<file path="config.mk">
export PLATFORM = sky130hd
export DESIGN_NAME = alu_operand_stage
export DESIGN_NICKNAME = d
export VERILOG_FILES = /design/src/rtl/alu_operand_stage.sv
export SDC_FILE = /design/constraint.sdc
export NUM_CORES = 1
export LEC_CHECK = 0
export ABC_AREA = 1
export ABC_CLOCK_PERIOD_IN_PS = 3300
export CAP_MARGIN = 20
export CORE_ASPECT_RATIO = 1.2
export CORE_MARGIN = 5
export CORE_UTILIZATION = 60
export CTS_BUF_LIST = sky130_fd_sc_hd__clkbuf_8
export DETAILED_ROUTE_END_ITERATION = 16
export PLACE_DENSITY = 0.84
export SETUP_SLACK_MARGIN = 0.3
export SYNTH_ARGS = -nofsm -noshare
export SYNTH_HDL_FRONTEND = slang
export SYNTH_SLANG_ARGS = --single-unit
export TNS_END_PERCENT = 30
</file>
<file path="constraint.sdc">
create_clock -name clk -period 3.3 [get_ports clk]
set_clock_uncertainty 0.05 [all_clocks]
set_input_delay 0.66 -clock clk [delete_from_list [all_inputs] [get_ports clk]]
set_output_delay 0.66 -clock clk [all_outputs]
set_load 0.01 [all_outputs]
</file>
<file path="src/rtl/alu_operand_stage.sv">
// alu_operand_stage: operand stage ahead of the 16-bit ALU.
// Holds the register file, a per-register pending scoreboard, the Bin
// immediate select and 1-bit shifter, and a registered Ain/Bin/ALUop bundle
// handed over on a valid/ready handshake.
// Build option: define OPERAND_BYPASS_EN to forward a same-cycle writeback to
// operand reads and drop the matching stall term (zero-bubble dependent issue).
module alu_operand_stage #(
    parameter int NREGS = 8,
    parameter int WIDTH = 16
) (
    input  logic                     clk,
    input  logic                     reset,
    input  logic                     in_valid,
    output logic                     in_ready,
    input  logic [$clog2(NREGS)-1:0] rn,
    input  logic [$clog2(NREGS)-1:0] rm,
    input  logic [$clog2(NREGS)-1:0] rd,
    input  logic                     rd_en,
    input  logic                     asel,
    input  logic                     bsel,
    input  logic [4:0]               imm5,
    input  logic [1:0]               shift,
    input  logic [1:0]               op,
    output logic                     out_valid,
    input  logic                     out_ready,
    output logic [WIDTH-1:0]         Ain,
    output logic [WIDTH-1:0]         Bin,
    output logic [1:0]               ALUop,
    input  logic                     wb_en,
    input  logic [$clog2(NREGS)-1:0] wb_num,
    input  logic [WIDTH-1:0]         wb_data
);

    logic [WIDTH-1:0] rf [NREGS];
    logic [NREGS-1:0] pend;

    logic             pend_a, pend_b, stall, in_fire;
    logic [WIDTH-1:0] a_src, b_src, a_next, b_pre, b_next;
    logic [NREGS-1:0] set_vec, clr_vec;

`ifdef OPERAND_BYPASS_EN
    logic hit_a, hit_b;

    // Register read with writeback forwarding; a register being written this
    // cycle is no longer a hazard because its pending bit is clearing.
    always_comb begin
        hit_a  = wb_en & (wb_num == rn);
        hit_b  = wb_en & (wb_num == rm);
        a_src  = hit_a ? wb_data : rf[rn];
        b_src  = hit_b ? wb_data : rf[rm];
        pend_a = pend[rn] & ~hit_a;
        pend_b = pend[rm] & ~hit_b;
    end
`else
    // Plain register read: a same-cycle writeback is seen only next cycle.
    always_comb begin
        a_src  = rf[rn];
        b_src  = rf[rm];
        pend_a = pend[rn];
        pend_b = pend[rm];
    end
`endif

    // Operand formation, hazard detection and handshake.
    always_comb begin
        a_next = asel ? '0 : a_src;
        b_pre  = bsel ? {{(WIDTH-5){imm5[4]}}, imm5} : b_src;
        case (shift)
            2'b00:   b_next = b_pre;
            2'b01:   b_next = {b_pre[WIDTH-2:0], 1'b0};
            2'b10:   b_next = {1'b0, b_pre[WIDTH-1:1]};
            default: b_next = {b_pre[WIDTH-1], b_pre[WIDTH-1:1]};
        endcase
        // Unused sources never stall.
        stall    = (~asel & pend_a) | (~bsel & pend_b);
        in_ready = ~stall & (~out_valid | out_ready);
        in_fire  = in_valid & in_ready;
        set_vec  = '0;
        clr_vec  = '0;
        if (in_fire & rd_en) set_vec[rd] = 1'b1;
        if (wb_en)           clr_vec[wb_num] = 1'b1;
    end

    // State update: register file, scoreboard (set beats clear) and output bundle.
    always_ff @(posedge clk) begin
        if (reset) begin
            for (int i = 0; i < NREGS; i++) rf[i] <= '0;
            pend      <= '0;
            out_valid <= 1'b0;
            Ain       <= '0;
            Bin       <= '0;
            ALUop     <= '0;
        end else begin
            if (wb_en) rf[wb_num] <= wb_data;
            pend <= (pend & ~clr_vec) | set_vec;
            if (in_fire) begin
                Ain       <= a_next;
                Bin       <= b_next;
                ALUop     <= op;
                out_valid <= 1'b1;
            end else if (out_ready) begin
                out_valid <= 1'b0;
            end
        end
    end

endmodule

</file>
==> results by group, run 1 <==
Outcome
  • Status: complete, no violations

STA
  • Min Tclk post-route: 2.98 ns
  • Slew Limit Headroom: 32.6%
  • Worst-margin pin slew: 1.01 ns
  • Final worst slack: 0.317 ns
  • Setup Viol. Count Final: 0
  • Peak Freq: 0.335 GHz
  • RSZ-0062 raised after global routing: no
  • Final period util: 90.4%
  • Final Hold Viols: 0
  • Post-route setup TNS: 0 ns
  • Max-slew violation count: 0

Worst setup path
  • WP data required: 2.59 ns
  • CP top delay family: buffers and inverters
  • Critical path class: in2out
  • Endpoint class of the critical path: output pin
  • CP cell instances: clkdlybuf4s50_1, clkinv_1, o21ai_1, nor2_1, nor2_2, nor2_8, clkdlybuf4s50_1
  • Crit Path Max Fanout: 4
  • CP max-delay cell: clkdlybuf4s50_1
  • Critical path launch point type: primary input
  • Worst path buffer plus inverter count: 3
  • Most frequent CP cell: clkdlybuf4s50_1
  • CP arrival: 2.27 ns
  • CP peak stage delay: 0.58 ns

Synthesis
  • Synth Net Count: 1245
  • Mapped Area: 9200 sq um
  • Sequential-to-total area share from yosys stat: 51.1%
  • Synth Warn #: 0
  • #FFs+latches synth: 171
  • Post-Synthesis Cells: 1200
  • Top cell type's share of synthesized area: 41.8%
  • Async SR Flop Fraction: 0%
  • Synth unique cells: 30
  • Top FF cell, synth: edfxtp_1
  • Synth area leaders: edfxtp_1, nor2_1, nand2_1, dfxtp_1, o21ai_0
  • Post-synth EDFFs: 128
  • Syn_area_per_cell: 7.66 sq um
  • Synth area leader: edfxtp_1

Die
  • Height of the die: 146 um
  • Core Box Area: 15000 sq um
  • Die Span X: 123 um
  • Die area: 17900 sq um
  • Io pins: 81
  • Cell row count: 49
  • Initial Util: 61.2%

Clock network
  • Clock Pin Slew Worst Setup and Hold Paths: 0.09 ns
  • Root Driver: clkbuf_8
  • CTS tree: done
  • H-tree depth: 4
  • # hold bufs at CTS: 0
  • Clk_lat worst skew: 0.48 ns
  • Clock Path Buffers: 2
  • CTS Sinks: 171
  • Number of CTS-inserted buffers: 17

Placement
  • Port bufs: 80
  • Pre-CTS setup slack: 0.333 ns
  • Placed Instances: 1445
  • Gpl congestion: 0.897
  • Final HPWL DP: 17200 um

Route
  • Via-to-Cell Ratio: 5.93
  • Drt pass-1 iters: 8
  • DR WL/cell: 18.3 um
  • Final wirelength: 27000 um
  • Final ANT Viol Nets: 0
  • Initial DRC Count: 1326
  • DR vias: 8765
  • Post-route DRC violation count: 0

GRT
  • Gr usage total: 30.4%
  • Initial antenna violation count: 0
  • Grt ovf: 0
  • Pin count of the biggest net entering global routing: 97
  • Vias in the first global route: 8102
  • Global-route wire length before repair: 42000 um

Worst hold path
  • Worst min path class: reg2reg

Finish
  • Ant. Diodes: 0
  • Most frequent cells in the layout: nor2_1, nand2_1, edfxtp_1, o21ai_0, inv_1
  • Area Overhead vs Synth: 15.0%
  • Filler-free cell count of the finished design: 1477
  • # nets final: 1305
  • Layout cells sized above 1: 6.36%
  • Most common cell after layout, fill and taps aside: nor2_1
  • Final core area utilization: 70.4%

Pwr
  • VDD IR-drop max: 0.312 mV
  • P per Cell Area: 465 nW/um^2
  • Pwr Total: 4920 uW
  • Pleak: 0.00441 uW

Run
  • Max_cap viols: 0
[worst register-to-register path, stage by stage, from the launching register on]
cell,delay (ns)
dfxtp_1,0.34
inv_1,0.07
nand2_1,0.07
nand3_1,0.06
nand3_1,0.09
nand2_1,0.08
nor2_2,0.19
nor2_8,0.06
buf_4,0.18
nand2_8,0.26
inv_2,0.19
o21ai_0,0.19
inv_1,0.05
[final timing paths]
path,startpoint,to,slack (ns),cells past startpoint
setup / recovery,rm[2],in_ready,0.32,7
hold / removal,pend[6],pend[6],0.43,2
setup reg to reg,pend[6],out_valid,1.33,12
hold reg to reg,pend[6],pend[6],0.43,2
[through the flow]
| stage | cell area, sq um | hold WS [ns] |
|---|---|---|
| 3_3_place_gp | 10200 | 0.403 |
| 4_1_cts | 10600 | 0.428 |
| 2_1_floorplan | 9200 | 0.387 |
| 5_1_grt | 10600 | 0.448 |
| 3_5_place_dp | 10200 | 0.415 |
| 6_report | 10600 | 0.427 |
[sequential cells by signal (all words and copies together) (netlist names)]
signal     count
Bin           16
out_valid      1
ALUop          2
pend           8
rf           128
Ain           16
[area by class of cell]
| class | count | area, sq um |
|---|---|---|
| clock buffers | 17 | 234 |
| clock inverters | 15 | 174 |
| fillers | 1193 | 4450 |
| inverters | 114 | 429 |
| multi-input cells | 839 | 3710 |
| flip-flops and latches | 171 | 4700 |
| well taps | 204 | 255 |
| repair buffers | 117 | 1070 |
[Yosys cell counts, types with 5 or more instances]
master	instances
buf_6	5
o211ai_1	34
nand4_1	6
o22ai_1	5
buf_2	19
o21ai_1	9
o21ai_0	109
nand3_1	96
dfxtp_1	43
inv_1	107
nor2_1	287
edfxtp_1	128
a21oi_1	44
buf_1	9
clkbuf_1	40
nand2_1	233
[cells by family after synthesis]
kind of cell           Yosys count  synth area share, %
flip-flops                     171                 51.1
AO/OA/AOI/OAI                  208                 12.5
AND/OR/NAND/NOR                631                 27.8
buffers and inverters          190                 8.56
[per-layer routing]
metal	GRT usage, %	vias to the layer above	part of all wire (%)
met1	39.2	3974	36
met2	47.9	611	46
li1	-	4056	-
met5	0	-	0
met3	6.92	124	13
met4	15.6	0	4.7
[what timing repair did]
action | 4_1_cts | 5_1_grt
endpoints found under the setup margin | 0 | 1
buffers inserted | 0 | 0
resized for setup | 0 | 1
[power by group]
group,internal (uW),total (uW),switching (uW)
sequential,2450,2520,66.6
combinational,319,870,551
clock,745,1530,784
Power figures use the tool's default switching activity.
==> run 2: changes to the inputs <==
--- a/config.mk
+++ b/config.mk
@@ -6,14 +6,14 @@
 export NUM_CORES = 1
 export LEC_CHECK = 0
 export ABC_AREA = 1
-export ABC_CLOCK_PERIOD_IN_PS = 3300
+export ABC_CLOCK_PERIOD_IN_PS = 3000
 export CAP_MARGIN = 20
 export CORE_ASPECT_RATIO = 1.2
 export CORE_MARGIN = 5
 export CORE_UTILIZATION = 60
 export CTS_BUF_LIST = sky130_fd_sc_hd__clkbuf_8
 export DETAILED_ROUTE_END_ITERATION = 16
-export PLACE_DENSITY = 0.84
+export PLACE_DENSITY = 0.82
 export SETUP_SLACK_MARGIN = 0.3
 export SYNTH_ARGS = -nofsm -noshare
 export SYNTH_HDL_FRONTEND = slang
==> constraint.sdc (replaced) <==
create_clock -name clk -period 3 [get_ports clk]
set_clock_uncertainty 0.05 [all_clocks]
set_input_delay 0.6 -clock clk [delete_from_list [all_inputs] [get_ports clk]]
set_output_delay 0.6 -clock clk [all_outputs]
set_load 0.01 [all_outputs]
==> results by group, run 2 (same netlist as run 1, synthesis figures left out) <==
GRT
  • Gr usage total: 30.8%
  • Initial antenna violation count: 0
  • Global-route wire length before repair: 42300 um
  • Pin count of the biggest net entering global routing: 97
  • Vias in the first global route: 8095
  • Grt ovf: 0

STA
  • Final period util: 86.4%
  • Setup Viol. Count Final: 0
  • Peak Freq: 0.386 GHz
  • Max-slew violation count: 0
  • Slew Limit Headroom: 37.5%
  • Post-route setup TNS: 0 ns
  • Min Tclk post-route: 2.59 ns
  • Final Hold Viols: 0
  • Final worst slack: 0.408 ns
  • Worst-margin pin slew: 0.934 ns
  • RSZ-0062 raised after global routing: no

Finish
  • Biggest register: rf
  • Most frequent cells in the layout: nor2_1, nand2_1, edfxtp_1, o21ai_0, inv_1
  • # nets final: 1305
  • Number of fill cells: 1215
  • Flip-flop count of the largest register after layout: 128
  • Largest regs: rf x128, Ain x16, Bin x16
  • Final core area utilization: 71.0%
  • Area Overhead vs Synth: 15.9%
  • Layout cells sized above 1: 6.44%
  • Ant. Diodes: 0
  • Most common cell after layout, fill and taps aside: nor2_1

Placement
  • Pre-CTS setup slack: 0.114 ns
  • Final HPWL DP: 16900 um
  • Gpl congestion: 0.915
  • Port bufs: 80

Clock network
  • Clock Pin Slew Worst Setup and Hold Paths: 0.09 ns
  • CTS Sinks: 171
  • Root Driver: clkbuf_8
  • Clk_lat worst skew: 0.48 ns
  • Clock Path Buffers: 2
  • CTS tree: done
  • Number of CTS-inserted buffers: 17
  • H-tree depth: 4

Die
  • Die Span X: 123 um
  • Die area: 17900 sq um
  • Core Box Area: 15000 sq um
  • Io pins: 81
  • Cell row count: 49
  • Initial Util: 61.2%
  • Height of the die: 146 um

Route
  • Final wirelength: 27500 um
  • Highest routed metal layer: met4
  • Via-to-Cell Ratio: 5.80
  • DR WL/cell: 18.6 um
  • Initial DRC Count: 1238
  • Post-route DRC violation count: 0
  • DR WL met2: 12900 um
  • DR vias: 8573
  • Final ANT Viol Nets: 0
  • Met1 WL: 9930 um
  • Met3 wire length: 3430 um
  • Drt pass-1 iters: 6

Worst setup path
  • Worst R2R End: Ain[8]
  • Critical path class: in2out
  • Worst R2R Start: pend[7]
  • WP data required: 2.35 ns
  • CP arrival: 1.94 ns
  • Reg-to-reg setup timing slack: 1.01 ns
  • Critical path launch point type: primary input
  • Endpoint class of the critical path: output pin
  • Crit Path Max Fanout: 3
  • Worst reg2reg path depth: 13

Worst hold path
  • Hold depth: 2
  • Hold endpoint: pend[1]
  • Critical hold path startpoint: pend[1]
  • Worst min path class: reg2reg

Pwr
  • VDD IR-drop max: 0.362 mV
  • P per Cell Area: 532 nW/um^2
  • Pleak: 0.00446 uW

Run
  • Max_cap viols: 0

Outcome
  • Status: complete, no violations
run 2: stage by stage:
step | hold slack (ns) | power, uW | std cells | area, sq um
3_3_place_gp | 0.403 | 3730 | 1445 | 10200
5_1_grt | 0.451 | 5880 | 1477 | 10700
6_report | 0.422 | 5680 | 1477 | 10700
2_1_floorplan | 0.387 | 3390 | 1200 | 9200
3_5_place_dp | 0.408 | 3760 | 1445 | 10200
4_1_cts | 0.422 | 5660 | 1477 | 10700
run 2: power by group:
group	total (uW)	internal (uW)	leakage, uW	switching, uW
clock network	1950	1080	0.000236	868
logic	959	353	0.00264	606
registers	2770	2700	0.00158	71.9
run 2: layout make-up:
cell class | count | area (sq um) | share of cell area [%]
Multi-Input combinational cell | 839 | 3710 | 34.8
Clock inverter | 15 | 244 | 2.29
Sequential cell | 171 | 4700 | 44.1
Tap cell | 204 | 255 | 2.39
Inverter | 114 | 429 | 4.03
Clock buffer | 17 | 234 | 2.19
Timing Repair Buffer | 117 | 1090 | 10.2
run 2: worst max-delay path: stages:
cell and delay, ns:
clkdlybuf4s50_1 0.54, clkinv_1 0.11, o21ai_1 0.09, nor2_1 0.06, nor2_2 0.21, nor2_8 0.06, dlygate4sd2_1 0.28
run 2: how the worst max path moves through the flow:
stage,from,endpoint,slack [ns],cells past startpoint
floorplan,wb_en,rf[2][0],0.93,5
global placement,rn[1],in_ready,0.15,8
detailed placement,rn[1],in_ready,0.11,8
CTS,rm[2],in_ready,0.40,7
global route,rm[2],in_ready,0.34,7
finish,rm[2],in_ready,0.41,7
run 2: per-layer routing:
layer  GRT usage [%]  vias up
met4            15.0        0
met3            8.36      104
met5               0        -
met2            49.1      573
met1            38.6     3848
li1                -     4048
run 2: timing repair:
action / 4_1_cts / 5_1_grt
gates resized for setup: 4 / 0
buffers inserted: 0 / 0
hold buffers: 0 / 0
setup endpoints to repair: 1 / 0
